--- src/rtl/iq_demix.sv ---
// iq_demix: real-to-IQ demixer with an fs/4 local oscillator, followed by an
// integrate-and-dump decimator (factor 2^LOG2_DECIM) and a one-deep output
// holding register with valid/ready handshake.
//
// Ports:
//   clock      in   single rising-edge clock
//   reset      in   synchronous active-high reset
//   in_valid   in   demix_in carries a sample this cycle
//   demix_in   in   15-bit two's-complement real sample
//   lo_sync    in   restart LO phase and decimation frame (beats in_valid)
//   out_ready  in   downstream accepts i_o/q_o this cycle
//   out_valid  out  i_o/q_o hold an unconsumed result
//   i_o, q_o   out  15-bit two's-complement decimated I/Q results
//   lo_i_o     out  I LO code: 00 = 0, 01 = +1, 1x = -1
//   lo_q_o     out  Q LO code, same encoding
//   overrun    out  sticky: a completed result was dropped (reset clears)
module iq_demix #(
  parameter int unsigned LOG2_DECIM = 4
) (
  input  logic        clock,
  input  logic        reset,
  input  logic        in_valid,
  input  logic [14:0] demix_in,
  input  logic        lo_sync,
  input  logic        out_ready,
  output logic        out_valid,
  output logic [14:0] i_o,
  output logic [14:0] q_o,
  output logic [1:0]  lo_i_o,
  output logic [1:0]  lo_q_o,
  output logic        overrun
);

  localparam int unsigned AccW = 15 + LOG2_DECIM;
  // DECIM-1 is all ones in a LOG2_DECIM-bit counter.
  localparam logic [LOG2_DECIM-1:0] CntLast = '1;

  logic [1:0]            phase_q, phase_d;
  logic [LOG2_DECIM-1:0] cnt_q, cnt_d;
  logic [AccW-1:0]       acc_i_q, acc_i_d;
  logic [AccW-1:0]       acc_q_q, acc_q_d;
  logic                  out_valid_q, out_valid_d;
  logic [14:0]           i_q, i_d;
  logic [14:0]           q_q, q_d;
  logic                  overrun_q, overrun_d;

  logic        accept;
  logic        frame_done;
  logic [14:0] neg_in;
  logic [14:0] term_i, term_q;
  logic [AccW-1:0] sum_i, sum_q;

  // LO codes decode straight from the phase register.
  always_comb begin
    lo_i_o = 2'b00;
    lo_q_o = 2'b00;
    unique case (phase_q)
      2'd0: lo_i_o = 2'b01;
      2'd1: lo_q_o = 2'b01;
      2'd2: lo_i_o = 2'b10;
      2'd3: lo_q_o = 2'b10;
      default: ;
    endcase
  end

  always_comb begin
    accept     = in_valid & ~lo_sync;
    frame_done = accept && (cnt_q == CntLast);

    // Negation saturates: -(-16384) is not representable in 15 bits.
    neg_in = (demix_in == 15'h4000) ? 15'h3fff : (~demix_in + 15'd1);

    term_i = 15'd0;
    term_q = 15'd0;
    unique case (phase_q)
      2'd0: term_i = demix_in;
      2'd1: term_q = demix_in;
      2'd2: term_i = neg_in;
      2'd3: term_q = neg_in;
      default: ;
    endcase

    sum_i = acc_i_q + {{LOG2_DECIM{term_i[14]}}, term_i};
    sum_q = acc_q_q + {{LOG2_DECIM{term_q[14]}}, term_q};
  end

  always_comb begin
    phase_d     = phase_q;
    cnt_d       = cnt_q;
    acc_i_d     = acc_i_q;
    acc_q_d     = acc_q_q;
    out_valid_d = out_valid_q;
    i_d         = i_q;
    q_d         = q_q;
    overrun_d   = overrun_q;

    if (lo_sync) begin
      phase_d = 2'd0;
      cnt_d   = '0;
      acc_i_d = '0;
      acc_q_d = '0;
    end else if (accept) begin
      phase_d = phase_q + 2'd1;
      cnt_d   = cnt_q + 1'b1;
      if (frame_done) begin
        acc_i_d = '0;
        acc_q_d = '0;
      end else begin
        acc_i_d = sum_i;
        acc_q_d = sum_q;
      end
    end

    if (frame_done) begin
      if (out_valid_q && !out_ready) begin
        // Old result still pending: keep it, drop the new one.
        overrun_d = 1'b1;
      end else begin
        // Floor shift by LOG2_DECIM, keeping the low 15 bits.
        i_d         = sum_i[LOG2_DECIM +: 15];
        q_d         = sum_q[LOG2_DECIM +: 15];
        out_valid_d = 1'b1;
      end
    end else if (out_valid_q && out_ready) begin
      out_valid_d = 1'b0;
    end
  end

  always_ff @(posedge clock) begin
    if (reset) begin
      phase_q     <= 2'd0;
      cnt_q       <= '0;
      acc_i_q     <= '0;
      acc_q_q     <= '0;
      out_valid_q <= 1'b0;
      i_q         <= 15'd0;
      q_q         <= 15'd0;
      overrun_q   <= 1'b0;
    end else begin
      phase_q     <= phase_d;
      cnt_q       <= cnt_d;
      acc_i_q     <= acc_i_d;
      acc_q_q     <= acc_q_d;
      out_valid_q <= out_valid_d;
      i_q         <= i_d;
      q_q         <= q_d;
      overrun_q   <= overrun_d;
    end
  end

  assign out_valid = out_valid_q;
  assign i_o       = i_q;
  assign q_o       = q_q;
  assign overrun   = overrun_q;

endmodule

--- config.mk ---
export PLATFORM = sky130hd
export DESIGN_NAME = iq_demix
export DESIGN_NICKNAME = d
export VERILOG_FILES = /design/src/rtl/iq_demix.sv
export SDC_FILE = /design/constraint.sdc
export NUM_CORES = 1
export LEC_CHECK = 0
export BUFFER_PORTS_ARGS = -buffer_cell sky130_fd_sc_hd__buf_2
export CAP_MARGIN = 20
export CORE_ASPECT_RATIO = 0.9
export CORE_UTILIZATION = 54
export CTS_CLUSTER_DIAMETER = 120
export CTS_CLUSTER_SIZE = 14
export DETAILED_ROUTE_END_ITERATION = 8
export PLACE_DENSITY = 0.84
export SYNTH_ARGS = -nofsm -noshare
export SYNTH_HDL_FRONTEND = slang
export SYNTH_SLANG_ARGS = --single-unit
--- constraint.sdc ---
create_clock -name clock -period 4.55 [get_ports clock]
set_input_delay 1.1375 -clock clock [delete_from_list [all_inputs] [get_ports clock]]
set_output_delay 1.1375 -clock clock [all_outputs]
set_load 0.03 [all_outputs]
==> impl_metrics.env <==
export IMPL_seq_area_frac_synth_pct=28.75
export IMPL_start_util_pct=56.70
export IMPL_dr_pass1_iters=5
export IMPL_outcome="finished clean"
export IMPL_grt_pass1_wl_mm=25.54
export IMPL_synthesis_nets=724
export IMPL_drive_gt1_share_pct=26.53
export IMPL_grt_max_degree=55
export IMPL_fin_crit_ns=4.474
export IMPL_p_seq_share_pct=46.7
export IMPL_synth_area_leader_cell="dfxtp_1"
export IMPL_synth_area_leaders="dfxtp_1 29%, ha_1 9.0%, a21oi_1 5.6%"
export IMPL_path_class="primary input to flop"
export IMPL_ioPinCount=56
export IMPL_routed_wl_mm=15.96
export IMPL_core_um2=9331
export IMPL_place_congestion=0.9445
export IMPL_dieArea_um2=10200
export IMPL_power_frac_comb_pct=19.2
export IMPL_finalCritPeriodShare_pct=98.32
export IMPL_worstSetupStartpointType="primary input"
export IMPL_hp_class="flop to flop"
export IMPL_synth_area_um2=5291
export IMPL_detail_route_wl_per_cell_um=17.33
export IMPL_cts_tree="built"
export IMPL_ant_nets=0
export IMPL_netSwitchingPower_w=0.0004246
export IMPL_clk_latency_ns=0.37
export IMPL_reg2reg_slack_ns=0.84
export IMPL_fin_skew_ns=0.01382
export IMPL_root_buffer="clkbuf_8"
export IMPL_synth_distinct_cells=64
export IMPL_area_delta_synth_final_pct=26.55
export IMPL_synth_top_cell_area_share_pct=28.75
export IMPL_layout_commonest_cell="buf_4"
export IMPL_synthArstFlopShare_pct=0
export IMPL_avgViaCountPerCell=6.017
export IMPL_slew_violations=0
export IMPL_multiInputGateArea_um2=3742
export IMPL_synth_seq_cells=76
export IMPL_grt_ovfl_total=0
export IMPL_cp_end_kind="flop"
export IMPL_p_int_w=0.001049
export IMPL_cp_required_ns=4.85
export IMPL_vias=5542
export IMPL_cts_max_level=3
export IMPL_tightest_slew_ns=0.9254
export IMPL_clockBufferDepth=2
export IMPL_synth_edf_count=0
export IMPL_cts_made_buffers=9
export IMPL_num_antenna_cells=0
export IMPL_clk_pin_slew_ns=0.08
export IMPL_hold_violations=0
export IMPL_hold_start="q_o[6]"
export IMPL_worstReg2RegStart="phase_q[0]"
export IMPL_critical_path_peak_fanout=5
export IMPL_setup_viol=0
export IMPL_ys_warnings_count=0
export IMPL_fin_ws_ns=0.07632
export IMPL_ff_latch_area_um2=1521
export IMPL_die_w_um=106.3
export IMPL_avgSynthCellArea_um2=7.969
export IMPL_power_density_nw_per_um2=220.0
export IMPL_power_frac_clock_pct=34.2
export IMPL_grt_total_usage_pct=31.86
export IMPL_final_cell_mix="102 x buf_4, 76 x dfxtp_1, 66 x nand2_1, 57 x a21oi_1, 55 x buf_2"
export IMPL_rsz0062_at_grt="yes"
export IMPL_maxCapViolations=0
export IMPL_hpwl_mm=11.61
export IMPL_die_h_um=95.91
export IMPL_row_count=33
export IMPL_grt_pass1_vias=5318
export IMPL_p_leak_nw=3.097
export IMPL_cp_arrival_ns=4.78
export IMPL_drtIter0Drc=403
export IMPL_finalNetCount=856
export IMPL_peakVddDrop_v=0.0002940
export IMPL_hold_ws_ns=0.4573
export IMPL_num_fill_cells=743
export IMPL_io_buffer_count=55
export IMPL_antenna_found_initial=0
export IMPL_drc=0
export IMPL_swShare_pct=28.82
export IMPL_syn_inst=664
export IMPL_cts_sinks=76
export IMPL_critPathLaunch="demix_in[0]"
export IMPL_max_slew_margin_pct=38.31
export IMPL_fmax_mhz=223.5
export IMPL_post_place_ws_ns=-0.4074
export IMPL_synthFlopType="dfxtp_1"
-- final cells by class --
cell class	instances	area share, %
clock inverters	3	0.5979
clock buffers	11	1.962
inverters	18	1.009
multi-input cells	534	55.89
flip-flops and latches	76	22.72
repair buffers	157	15.55
well taps	122	2.280
-- routing by layer --
layer / GRT usage (%) / wire [µm] / part of all wire (%) / up-vias
met1: 38.56 / 6768 / 42 / 2620
met4: 12.27 / 326 / 2.0 / 0
met3: 4.807 / 839 / 5.3 / 27
li1: - / - / - / 2706
met5: 0 / 0 / 0 / -
met2: 57.25 / 8026 / 50 / 189
-- worst max-delay path, stage by stage --
cell	delay, ns
buf_2	0.10
inv_1	0.07
ha_1	0.18
nor3b_4	0.20
nand2b_1	0.14
or4_4	0.46
nor2_2	0.12
buf_4	0.14
o21ai_0	0.08
o21ai_1	0.18
ha_1	0.30
o21a_1	0.24
a2111oi_2	0.40
nand3b_1	0.20
nand2_2	0.13
xor2_2	0.19
or3_4	0.35
a21oi_2	0.14
-- flip-flops by register name (all words and copies together), names as in the netlist --
| register | cells |
|---|---|
| overrun | 1 |
| cnt_q | 4 |
| acc_i_q | 19 |
| phase_q | 2 |
| i_o | 15 |
| q_o | 15 |
| out_valid | 1 |
| acc_q_q | 19 |
-- metrics by stage --
step                power [W]  std cells  utilization (%)  setup TNS, ns  area [µm²]
floorplan           0.0008598        664                -              0        5296
global placement    0.0009572        904            67.85         -3.332        6331
detailed placement  0.0009667        904            67.85         -7.789        6331
CTS                  0.001458        919            69.76              0        6510
global route         0.001530        921            71.76        -0.1885        6696
finish               0.001473        921            71.76              0        6696
-- power groups by stage --
stage	sequential (W)	combinational, W	clock [W]
after detailed placement	0.000702	0.000264	0
after global placement	0.000701	0.000256	0
after floorplan	0.000699	0.000161	0
after global routing	0.000689	0.000304	0.000537
final	0.000688	0.000282	0.000503
after CTS	0.000687	0.000265	0.000506
-- worst paths after layout --
check,to,cells past startpoint
worst min-delay path,q_o[6],2
worst max register to register,acc_i_q[17],12
worst max-delay path,acc_q_q[14],18
worst min register to register,q_o[6],2
-- what timing repair did --
action | in CTS | in global routing
pin swaps | 1 | 8
hold buffers | 0 | 0
setup endpoints to repair | 1 | 32
gates resized for setup | 0 | 36
setup buffers | 1 | 2
-- cells by family after synthesis --
| group | count (synthesis) | share of synthesized area (%) |
|---|---|---|
| AO/OA/AOI/OAI | 218 | 28.26 |
| XOR/XNOR | 26 | 4.304 |
| adder cells (fa/ha/maj) | 40 | 9.742 |
| buffers and inverters | 54 | 3.854 |
| flip-flops | 76 | 28.75 |
| multiplexers | 7 | 1.348 |
| AND/OR/NAND/NOR | 243 | 23.74 |
-- synthesized netlist by cell type, types with 11 or more instances --
cell type,n
a21o_1,27
a21oi_1,59
a22o_1,23
a22oi_1,15
clkbuf_1,33
dfxtp_1,76
ha_1,38
inv_1,18
nand2_1,67
nand3_1,18
nand3b_1,11
nor2_1,53
nor3_1,21
o21ai_0,40
or3_1,13
xnor2_1,17
Power figures use the tool's default switching activity.
